<file path="config.mk">
export PLATFORM = sky130hd
export DESIGN_NAME = mux_pipe
export DESIGN_NICKNAME = d
export VERILOG_FILES = /design/src/rtl/sisc_mux_pkg.sv /design/src/rtl/mux_nway.sv /design/src/rtl/mux_pipe.sv
export SDC_FILE = /design/constraint.sdc
export NUM_CORES = 1
export LEC_CHECK = 0
export CORE_AREA = 2 2 83 85
export CTS_CLUSTER_SIZE = 28
export DETAILED_ROUTE_END_ITERATION = 8
export DIE_AREA = 0 0 85 87
export DONT_BUFFER_PORTS = 1
export PLACE_DENSITY_LB_ADDON = 0.12
export SLEW_MARGIN = 30
export SYNTH_ARGS = -nofsm -noshare
export SYNTH_HDL_FRONTEND = slang
export SYNTH_HIERARCHICAL = 1
export SYNTH_SLANG_ARGS = --single-unit
</file>
<file path="constraint.sdc">
create_clock -name clk -period 3.59 [get_ports clk]
set_clock_uncertainty 0.15 [all_clocks]
set_input_delay 0.5385 -clock clk [delete_from_list [all_inputs] [get_ports clk]]
set_output_delay 0.5385 -clock clk [all_outputs]
set_load 0.05 [all_outputs]
</file>
<file path="src/rtl/sisc_mux_pkg.sv">
`default_nettype none
// +----------------------------------------------------------------------------+
// | Module   : sisc_mux_pkg                                                    |
// | Purpose  : Shared constants and types for the SISC operand mux pipeline.   |
// |            Provides the default datapath width, the largest supported      |
// |            input count and the skid-buffer occupancy state type.           |
// | Ports    : none (package)                                                  |
// | Revision : 1.0 - initial release                                           |
// +----------------------------------------------------------------------------+
package sisc_mux_pkg;

  localparam int MUX_PIPE_DEFAULT_WIDTH = 32;
  localparam int MUX_PIPE_MAX_IN        = 16;

  // Occupancy of the two-entry buffer: nothing, main only, main and skid.
  typedef enum logic [1:0] {
    EMPTY = 2'd0,
    ONE   = 2'd1,
    FULL  = 2'd2
  } mux_pipe_state_t;

endpackage : sisc_mux_pkg
`default_nettype wire

</file>
<file path="src/rtl/mux_nway.sv">
`default_nettype none
// +----------------------------------------------------------------------------+
// | Module   : mux_nway                                                        |
// | Purpose  : Purely combinational NUM_IN-way, WIDTH-bit word selector with   |
// |            an in-range indication for the select.                          |
// | Ports    : in_data  [NUM_IN*WIDTH] concatenated words, word k at k*WIDTH   |
// |            sel      [SEL_W]        index of the word to forward            |
// |            out_data [WIDTH]        selected word (word 0 if out of range)  |
// |            sel_ok   [1]            sel addresses an existing input         |
// | Revision : 1.0 - initial release                                           |
// +----------------------------------------------------------------------------+
module mux_nway #(
  parameter int WIDTH  = 32,
  parameter int NUM_IN = 4,
  parameter int SEL_W  = $clog2(NUM_IN)
) (
  input  logic [NUM_IN*WIDTH-1:0] in_data,
  input  logic [SEL_W-1:0]        sel,
  output logic [WIDTH-1:0]        out_data,
  output logic                    sel_ok
);

  // Decoded compare per input rather than a variable part-select, so an
  // unused select code (non power-of-two NUM_IN) falls back to word 0
  // instead of reading past the end of the bus.
  always_comb begin
    out_data = in_data[WIDTH-1:0];
    sel_ok   = 1'b0;
    for (int k = 0; k < NUM_IN; k++) begin
      if (sel == SEL_W'(k)) begin
        out_data = in_data[k*WIDTH +: WIDTH];
        sel_ok   = 1'b1;
      end
    end
  end

endmodule : mux_nway
`default_nettype wire

</file>
<file path="src/rtl/mux_pipe.sv">
`default_nettype none
// +----------------------------------------------------------------------------+
// | Module   : mux_pipe                                                        |
// | Purpose  : Registered N-way operand multiplexer with valid/ready handshake |
// |            and a two-entry skid buffer. Sustains one transfer per cycle;   |
// |            in_ready is derived from registers only (no out_ready path).    |
// | Option   : MUX_PIPE_SEL_CHECK_EN - when defined, an out-of-range in_sel    |
// |            is consumed without storing and pulses out_err for one cycle.   |
// |            When undefined, out-of-range selects input 0, out_err is 0.     |
// | Ports    : clk        clock, rising edge                                   |
// |            rst_f      synchronous active-low reset                         |
// |            in_data    [NUM_IN*WIDTH] concatenated inputs                   |
// |            in_sel     [SEL_W] input index, sampled with in_data            |
// |            in_valid / in_ready   upstream handshake                        |
// |            out_data   [WIDTH] selected word                                |
// |            out_sel    [SEL_W] index that produced out_data                 |
// |            out_valid / out_ready downstream handshake                      |
// |            out_err    dropped out-of-range select pulse                    |
// | Revision : 1.0 - initial release                                           |
// +----------------------------------------------------------------------------+
module mux_pipe
  import sisc_mux_pkg::*;
#(
  parameter int WIDTH  = MUX_PIPE_DEFAULT_WIDTH,
  parameter int NUM_IN = 4,
  parameter int SEL_W  = $clog2(NUM_IN)
) (
  input  logic                    clk,
  input  logic                    rst_f,
  input  logic [NUM_IN*WIDTH-1:0] in_data,
  input  logic [SEL_W-1:0]        in_sel,
  input  logic                    in_valid,
  output logic                    in_ready,
  output logic [WIDTH-1:0]        out_data,
  output logic [SEL_W-1:0]        out_sel,
  output logic                    out_valid,
  input  logic                    out_ready,
  output logic                    out_err
);

  logic [WIDTH-1:0] mux_data;
  logic             sel_ok;

  mux_nway #(
    .WIDTH  (WIDTH),
    .NUM_IN (NUM_IN),
    .SEL_W  (SEL_W)
  ) u_mux_nway (
    .in_data  (in_data),
    .sel      (in_sel),
    .out_data (mux_data),
    .sel_ok   (sel_ok)
  );

  mux_pipe_state_t  state;
  mux_pipe_state_t  state_nxt;
  logic [WIDTH-1:0] main_data;
  logic [SEL_W-1:0] main_sel;
  logic [WIDTH-1:0] skid_data;
  logic [SEL_W-1:0] skid_sel;

  logic push;
  logic pop;
  logic load_main_in;
  logic load_main_skid;
  logic load_skid;

  // Skid is valid only in FULL; gating with rst_f keeps ready low in reset.
  assign in_ready  = rst_f && (state != FULL);
  assign out_valid = (state != EMPTY);
  assign out_data  = main_data;
  assign out_sel   = main_sel;
  assign pop       = out_valid && out_ready;

`ifdef MUX_PIPE_SEL_CHECK_EN
  logic err_q;
  logic push_bad;

  // A bad select still completes the handshake but never reaches storage.
  assign push     = in_valid && in_ready && sel_ok;
  assign push_bad = in_valid && in_ready && !sel_ok;
  assign out_err  = err_q;

  always_ff @(posedge clk) begin
    if (!rst_f) begin
      err_q <= 1'b0;
    end else begin
      err_q <= push_bad;
    end
  end
`else
  logic unused_sel_ok;

  assign unused_sel_ok = sel_ok;
  assign push          = in_valid && in_ready;
  assign out_err       = 1'b0;
`endif

  // Next-state and load strobes. FULL never sees a push (in_ready low) and
  // EMPTY never sees a pop (out_valid low).
  always_comb begin
    state_nxt      = state;
    load_main_in   = 1'b0;
    load_main_skid = 1'b0;
    load_skid      = 1'b0;
    case (state)
      EMPTY: begin
        if (push) begin
          state_nxt    = ONE;
          load_main_in = 1'b1;
        end
      end
      ONE: begin
        if (push && pop) begin
          load_main_in = 1'b1;
        end else if (push) begin
          state_nxt = FULL;
          load_skid = 1'b1;
        end else if (pop) begin
          state_nxt = EMPTY;
        end
      end
      FULL: begin
        if (pop) begin
          state_nxt      = ONE;
          load_main_skid = 1'b1;
        end
      end
      default: begin
        state_nxt = EMPTY;
      end
    endcase
  end

  always_ff @(posedge clk) begin
    if (!rst_f) begin
      state     <= EMPTY;
      main_data <= '0;
      main_sel  <= '0;
      skid_data <= '0;
      skid_sel  <= '0;
    end else begin
      state <= state_nxt;
      if (load_main_in) begin
        main_data <= mux_data;
        main_sel  <= in_sel;
      end else if (load_main_skid) begin
        main_data <= skid_data;
        main_sel  <= skid_sel;
      end
      if (load_skid) begin
        skid_data <= mux_data;
        skid_sel  <= in_sel;
      end
    end
  end

endmodule : mux_pipe
`default_nettype wire

</file>
==> results of run 1 <==
[final cells by class]
type	instances	area, sq um	area share [%]
clock buffers	13	169	4.29
clock inverters	3	17.5	0.445
well taps	80	100	2.54
multi-input cells	289	2200	55.9
repair buffers	6	45.0	1.14
flip-flops and latches	70	1400	35.6
inverters	1	3.75	0.0953
[layout by cell type, fill, tap and decap left out, drive strengths merged]
master,n
a31oi,34
o31ai,34
inv,1
or3b,1
buf,6
clkinv,2
nor2,1
mux4,32
a21boi,35
conb,1
dfxtp,70
and3b,3
nor2b,1
o21a,1
nor3b,1
o21ai,34
clkbuf,13
a21oi,2
clkinvlp,1
mux2i,1
nand3,34
nand3b,2
nand2,70
or2,1
nand2b,1
[report_power, final]
| part | switching, W | internal [W] | total, W |
|---|---|---|---|
| Clock | 0.000290 | 0.000306 | 0.000596 |
| Sequential | 0.000125 | 0.000813 | 0.000937 |
| Combinational | 0.000108 | 0.000105 | 0.000213 |
[state kept, by name (all words and copies together), names as in the netlist]
signal	flops
skid_sel	2
out_sel	2
out_data	32
state	2
skid_data	32
[worst max-delay path by stage]
stage | from | to | slack (ns)
3_3_place_gp | rst_f | out_data[13] | 1.39
5_1_grt | state[0] | in_ready | 1.07
6_report | state[0] | in_ready | 1.21
4_1_cts | state[0] | in_ready | 1.19
2_1_floorplan | rst_f | in_ready | 0.80
3_5_place_dp | rst_f | out_data[9] | 1.32
[worst reg2reg max path: stages (launching register included)]
cell                       delay (ns)
sky130_fd_sc_hd__dfxtp_1         0.40
sky130_fd_sc_hd__nand3b_4        0.66
sky130_fd_sc_hd__o31ai_1         0.50
sky130_fd_sc_hd__a31oi_1         0.07
[routing by layer]
| layer | part of all wire, % | wire [um] | GRT usage (%) | vias up |
|---|---|---|---|---|
| met3 | 7.4 | 713 | 7.49 | 9 |
| met4 | 1.2 | 115 | 10.4 | 0 |
| met2 | 48 | 4580 | 40.1 | 144 |
| met5 | 0 | 0 | 0 | - |
| li1 | - | - | - | 1470 |
| met1 | 44 | 4190 | 34.7 | 1501 |
[per-stage QoR]
stage | total power [W] | hold WS, ns | setup slack, ns | cells
2_1_floorplan | 0.00118 | 0.294 | 0.803 | 411
3_3_place_gp | 0.00117 | 0.298 | 1.39 | 446
3_5_place_dp | 0.00117 | 0.304 | 1.32 | 446
4_1_cts | 0.00176 | 0.102 | 1.19 | 462
5_1_grt | 0.00182 | 0.0973 | 1.07 | 462
6_report | 0.00175 | 0.111 | 1.21 | 462
==> impl_summary.md, run 1 <==
Run status
The flow ran to the end, and the final reports show no timing, DRC or antenna violations.

STA
The clock period could shrink to 2.38 ns. The final max-slew violation count is 0. Setup violations remaining at the end of the flow were counted as 0. At the pin with the least slew margin, the transition time is 1.00 ns.

In this run the tightest slew margin relative to its limit is 33.2%. The ratio of final minimum period to clock period is 66.4%. The final number of hold-violating endpoints is 0. The top achievable clock speed is 420 MHz.

Setup repair after global routing left no endpoint under its margin. The setup TNS is 0 ns.

Global route
Global routing used 26.0% of the available tracks across all layers. The largest net degree at the start of global routing is 74. The global-route wire length before repair is 15.2 mm. The remaining global-route overflow is 0. The number of global-route vias before repair is 3120.

The initial antenna violation count was 0.

Setup path
The type of element launching the critical path is a flip-flop. The delay contributed by the slowest stage of the critical path is 0.80 ns. The worst setup path is of the reg -> out kind. The kind of end point of the critical path is an output pin. The logic depth of the worst setup path including buffers is 2. Broken down by cell family, the worst path's largest delay share belongs to compound AO/OA/AOI/OAI gates. The arrival time of data at the critical path endpoint is 1.69 ns. The required time of the critical path is 2.90 ns. The count of cells along the worst register-to-register path is 3. Counting both buffers and inverters, the worst setup path holds a total of 1. In this run the critical register-to-register path is launched from state[1]. In this run the worst path has a maximum fanout of 9.

The worst register-to-register path has a setup slack of 1.67 ns. In this run the critical register-to-register path is captured at out_data[2]. The critical path goes through inv_1 > a21boi_1.

The cell with the largest stage delay on the worst path is sky130_fd_sc_hd__a21boi_1.

Synthesis
The post-synth net total is 545. The per-instance average area after synthesis is 9.67 sq um. Counting every instance in the synthesized netlist gives 411. The area of the mapped netlist is 3980 sq um.

The number of warnings printed during yosys synthesis is 6.

Layout
The repair_antennas step left the layout with diodes totalling 0. The share of final-layout standard cells stronger than drive strength 1 is 14.7%. The area growth from synthesis to layout is -0.913%. The number of nets at the end of the flow is 511. The layout has 570 filler cells. With fillers left out, the area of the finished cells amounts to 3940 sq um. The final cell utilization of the core is 60.0%.

Clocking
Clock latency on the worst-skew pair, taken at its later pin, is 0.34 ns. In this run the number of H-tree levels came out at 3. After clock tree synthesis, the flow added hold-fix buffers numbering 0. The CTS root buffer is sky130_fd_sc_hd__clkbuf_8. TritonCTS created 9 clock buffers. In this run, post-CTS repair resized a total of 0 instances. The maximum clock insertion buffer count is 2. The number of post-CTS setup repair buffers is 0. The number of sinks handled by clock tree synthesis is 70. Clock-pin slew was measured on the worst setup and hold paths at 0.07 ns.

TritonCTS built the clock tree.

Min path
The destination of the worst hold path is state[1]. The critical hold path startpoint is out_ready. The number of instances on the worst hold path is 1. The path class of the tightest hold or removal check is in -> reg.

Place
The total half-perimeter wirelength after legalization and detailed placement is 6.03 mm. The post-detailed-placement cell area is 3750 sq um. The weighted congestion at the end of routability-driven global placement is 0.770. The number of buffer cells added on primary ports is 0.

Power
IR analysis of the VDD net gives a maximum drop of 0.252 mV. In this run the power density over the cells is 443 nW/um^2. In this run the static leakage power is 1.25 nW.

Floorplan
The die covers 7400 sq um. Measured along the y axis, the die boundary spans 87 um. The initialized floorplan defines 30 standard-cell rows. The total area inside the core boundary comes to 6570 sq um. For this configuration, the core starts out at a cell density of 60.5%.

The overall die width is 85 um. 171 I/O pins were placed.

Drt
For this run, the detailed router's first-pass iteration total came to 4. The total length of routed wires is 9.60 mm. The DRC marker count from the first detailed-route iteration is 208. The average wire per cell in the routed design is 20.8 um. The detailed-route DRC error count is 0. Once detail routing completed, the nets flagged for antenna violations numbered 0. The overall via count from detail_route is 3124.

The via-per-instance ratio is 6.76.

Job
The tool flagged a number of max-cap violations equal to 0.
Power figures use the tool's default switching activity.
==> run 2: changes to the inputs <==
==> constraint.sdc (replaced) <==
create_clock -name clk -period 2.4 [get_ports clk]
set_clock_uncertainty 0.15 [all_clocks]
set_input_delay 0.36 -clock clk [delete_from_list [all_inputs] [get_ports clk]]
set_output_delay 0.36 -clock clk [all_outputs]
set_load 0.05 [all_outputs]
==> impl_summary.md, run 2 (synthesis results as in run 1) <==
Run status
The run finished with clean final reports.

Floorplan
The core area is 6570 sq um (unchanged). The I/O pin count was 171 (unchanged). The site row count is 30 (unchanged).

The starting density of the core is 60.5% (unchanged). The full die area is 7400 sq um (unchanged). The overall die width is 85 um (unchanged).

The overall die height came to 87 um (unchanged).

Power
The fraction of power consumed by combinational cells is 11.7% (-0.5 points). The internal power summed over all cells is 0.00213 W (+74%). The sequential fraction of design power is 47.9% (-5.8 points). The leakage dissipation is 1.31 nW (+4.9%). The clock network fraction of design power is 40.5% (+6.4 points). The power dissipated by switching net loads was 0.000800 W (+53%). The total design power is 0.00293 W (+68%). The power per cell area is 720 nW/um^2 (+62%). The worst-case vdd ir drop came to 0.478 mV (+90%). The fraction of power spent switching nets came to 27.3% (-2.7 points).

STA
Setup repair after global routing left no endpoint under its margin. The setup TNS is 0 ns (unchanged). The worst setup margin was 0.502 ns (-0.706 ns). The smallest clock period supported by the final layout is computed as 1.90 ns. The slew of the pin with the lowest slew margin is 0.721 ns (-0.279 ns). The top achievable clock speed is 527 MHz. The ratio of final minimum period to clock period is 79.1%. The relative slew slack is 51.9% (+19 points). The setup violation total in the final timing report is 0 (unchanged).

The final max-slew violation count was 0 (unchanged). The final number of hold-violating endpoints is 0 (unchanged).

Setup path
By startpoint and endpoint, the worst setup path is classified as reg -> reg. The worst setup path is captured at a flip-flop. The arrival time of data at the critical path endpoint is 1.96 ns (+0.27 ns). The maximum fanout count along the critical path is 68 (+59).

The type of element launching the critical path is a flip-flop. The required time of the critical path is 2.46 ns (-0.44 ns).

Drt
The total length of routed wires is 9.88 mm (+3.0%). The post-detailed-route count of antenna-violating nets is 0 (unchanged). The via-per-instance ratio is 6.87 (+1.6%). The detailed-route DRC error count is 0 (unchanged). The average wire per cell in the routed design is 21.2 um (+2.1%).

The number of iterations in the first detailed-routing pass was 6 (+2). The overall via count from detail_route is 3201 (+2.5%). The DRC marker count from the first detailed-route iteration came to 276 (+33%).

Clocking
The TritonCTS buffer count is 9 (unchanged). Clock tree synthesis selected as its root buffer the cell sky130_fd_sc_hd__clkbuf_8. The post-CTS resize count is 0 (unchanged). The count of H-tree levels built during CTS is 3 (unchanged). The CTS tree is done. The number of sinks handled by clock tree synthesis is 70 (unchanged). The maximum clock insertion buffer count is 2 (unchanged). The clock transition at the registers of the reported paths was 0.07 ns (about the same). The clock insertion delay at the later pin of the skew report was 0.34 ns (about the same).

Global route
The overall routing resource usage is 26.9% (+0.94 points). The largest net degree at the start of global routing is 69 (-6.8%). The global-route wire length before repair is 15.7 mm (+3.0%).

The initial antenna violation count is 0 (unchanged). The remaining global-route overflow is 0 (unchanged). The number of global-route vias before repair is 3116 (-0.13%).

Min path
The path class of the tightest hold or removal check is in -> reg.

Layout
The share of final-layout standard cells stronger than drive strength 1 is 14.5% (-0.15 points). The number of nets at the end of the flow is 515 (+0.78%). The top cell types in the final layout, fill and taps aside, are 70 x sky130_fd_sc_hd__dfxtp_1, 69 x sky130_fd_sc_hd__nand2_1. The commonest non-fill, non-tap cell in the layout is sky130_fd_sc_hd__dfxtp_1. The count of inserted antenna diode cells was 0 (unchanged). The post-route cell area is 4070 sq um (+3.4%).

The final non-filler cell total is 466 (+0.87%). The fill cell instance count of the final layout is 549 (-3.7%). Relative to the synthesized area, the layout overhead comes to 2.46%.

Place
The total instance count after detailed placement is 447 (+0.22%). The post-detailed-placement cell area was 3780 sq um (+0.87%). The number of buffer cells added on primary ports is 0 (unchanged). The total half-perimeter wirelength after legalization and detailed placement was 5.87 mm (-2.6%). The weighted congestion at the end of routability-driven global placement is 0.753 (-2.2%). The setup slack after placement is 0.531 ns (-0.788 ns).

Job
The reported max-cap violation count was 0 (unchanged).
-- run 2: cell types whose count changed in the layout (fill, tap and decap cells not counted), sizes merged --
cell	change
bufinv	+3
buf	+2
clkinv	-2
dlygate4sd3	+2
clkinvlp	-1
-- run 2: worst max-delay path: stages, from the launching register on --
cell                       delay [ns]
sky130_fd_sc_hd__dfxtp_1         0.40
sky130_fd_sc_hd__nand3b_4        0.65
sky130_fd_sc_hd__o31ai_1         0.48
sky130_fd_sc_hd__a31oi_1         0.06
-- run 2: layout make-up --
| type | count | area, sq um | area share, % |
|---|---|---|---|
| Multi-Input combinational cell | 289 | 2200 | 54.0 |
| Clock buffer | 13 | 159 | 3.90 |
| Inverter | 1 | 3.75 | 0.0922 |
| Clock inverter | 3 | 90.1 | 2.21 |
| Tap cell | 80 | 100 | 2.46 |
| Sequential cell | 70 | 1400 | 34.4 |
| Timing Repair Buffer | 10 | 118 | 2.89 |
-- run 2: power groups by stage --
stage | sequential [W] | combinational [W] | clock (W)
after global placement | 0.00143 | 0.000322 | 0
after floorplan | 0.00141 | 0.000346 | 0
final | 0.00140 | 0.000343 | 0.00119
after CTS | 0.00140 | 0.000342 | 0.00120
after detailed placement | 0.00143 | 0.000324 | 0
after global routing | 0.00141 | 0.000372 | 0.00125
-- run 2: path summary, 6_finish.rpt --
path / slack, ns / to / startpoint / cells past startpoint
min reg2reg: 0.31 / out_data[31] / skid_data[31] / 2
max: 0.50 / out_data[0] / state[1] / 3
max reg2reg: 0.50 / out_data[0] / state[1] / 3
min: 0.02 / skid_sel[1] / rst_f / 1
-- run 2: timing repair --
action / in CTS / in global routing
hold buffers: 3 / 0
endpoints found under the hold margin: 34 / 0
endpoints found under the setup margin: 0 / 0
setup buffers: 0 / 0
-- run 2: metrics by stage --
| step | hold slack [ns] | util (%) |
|---|---|---|
| floorplan | 0.294 | - |
| global placement | 0.288 | 57.6 |
| detailed placement | 0.289 | 57.6 |
| CTS | 0.00291 | 62.0 |
| global route | 0.00419 | 62.0 |
| finish | 0.0221 | 62.0 |
-- run 2: layer usage --
metal | global-route usage (%) | up-vias | part of all wire [%]
met5 | 0 | - | 0
met4 | 12.0 | 0 | 2.0
met3 | 6.16 | 17 | 8.5
met2 | 43.2 | 163 | 48
met1 | 35.0 | 1544 | 41
li1 | - | 1477 | -
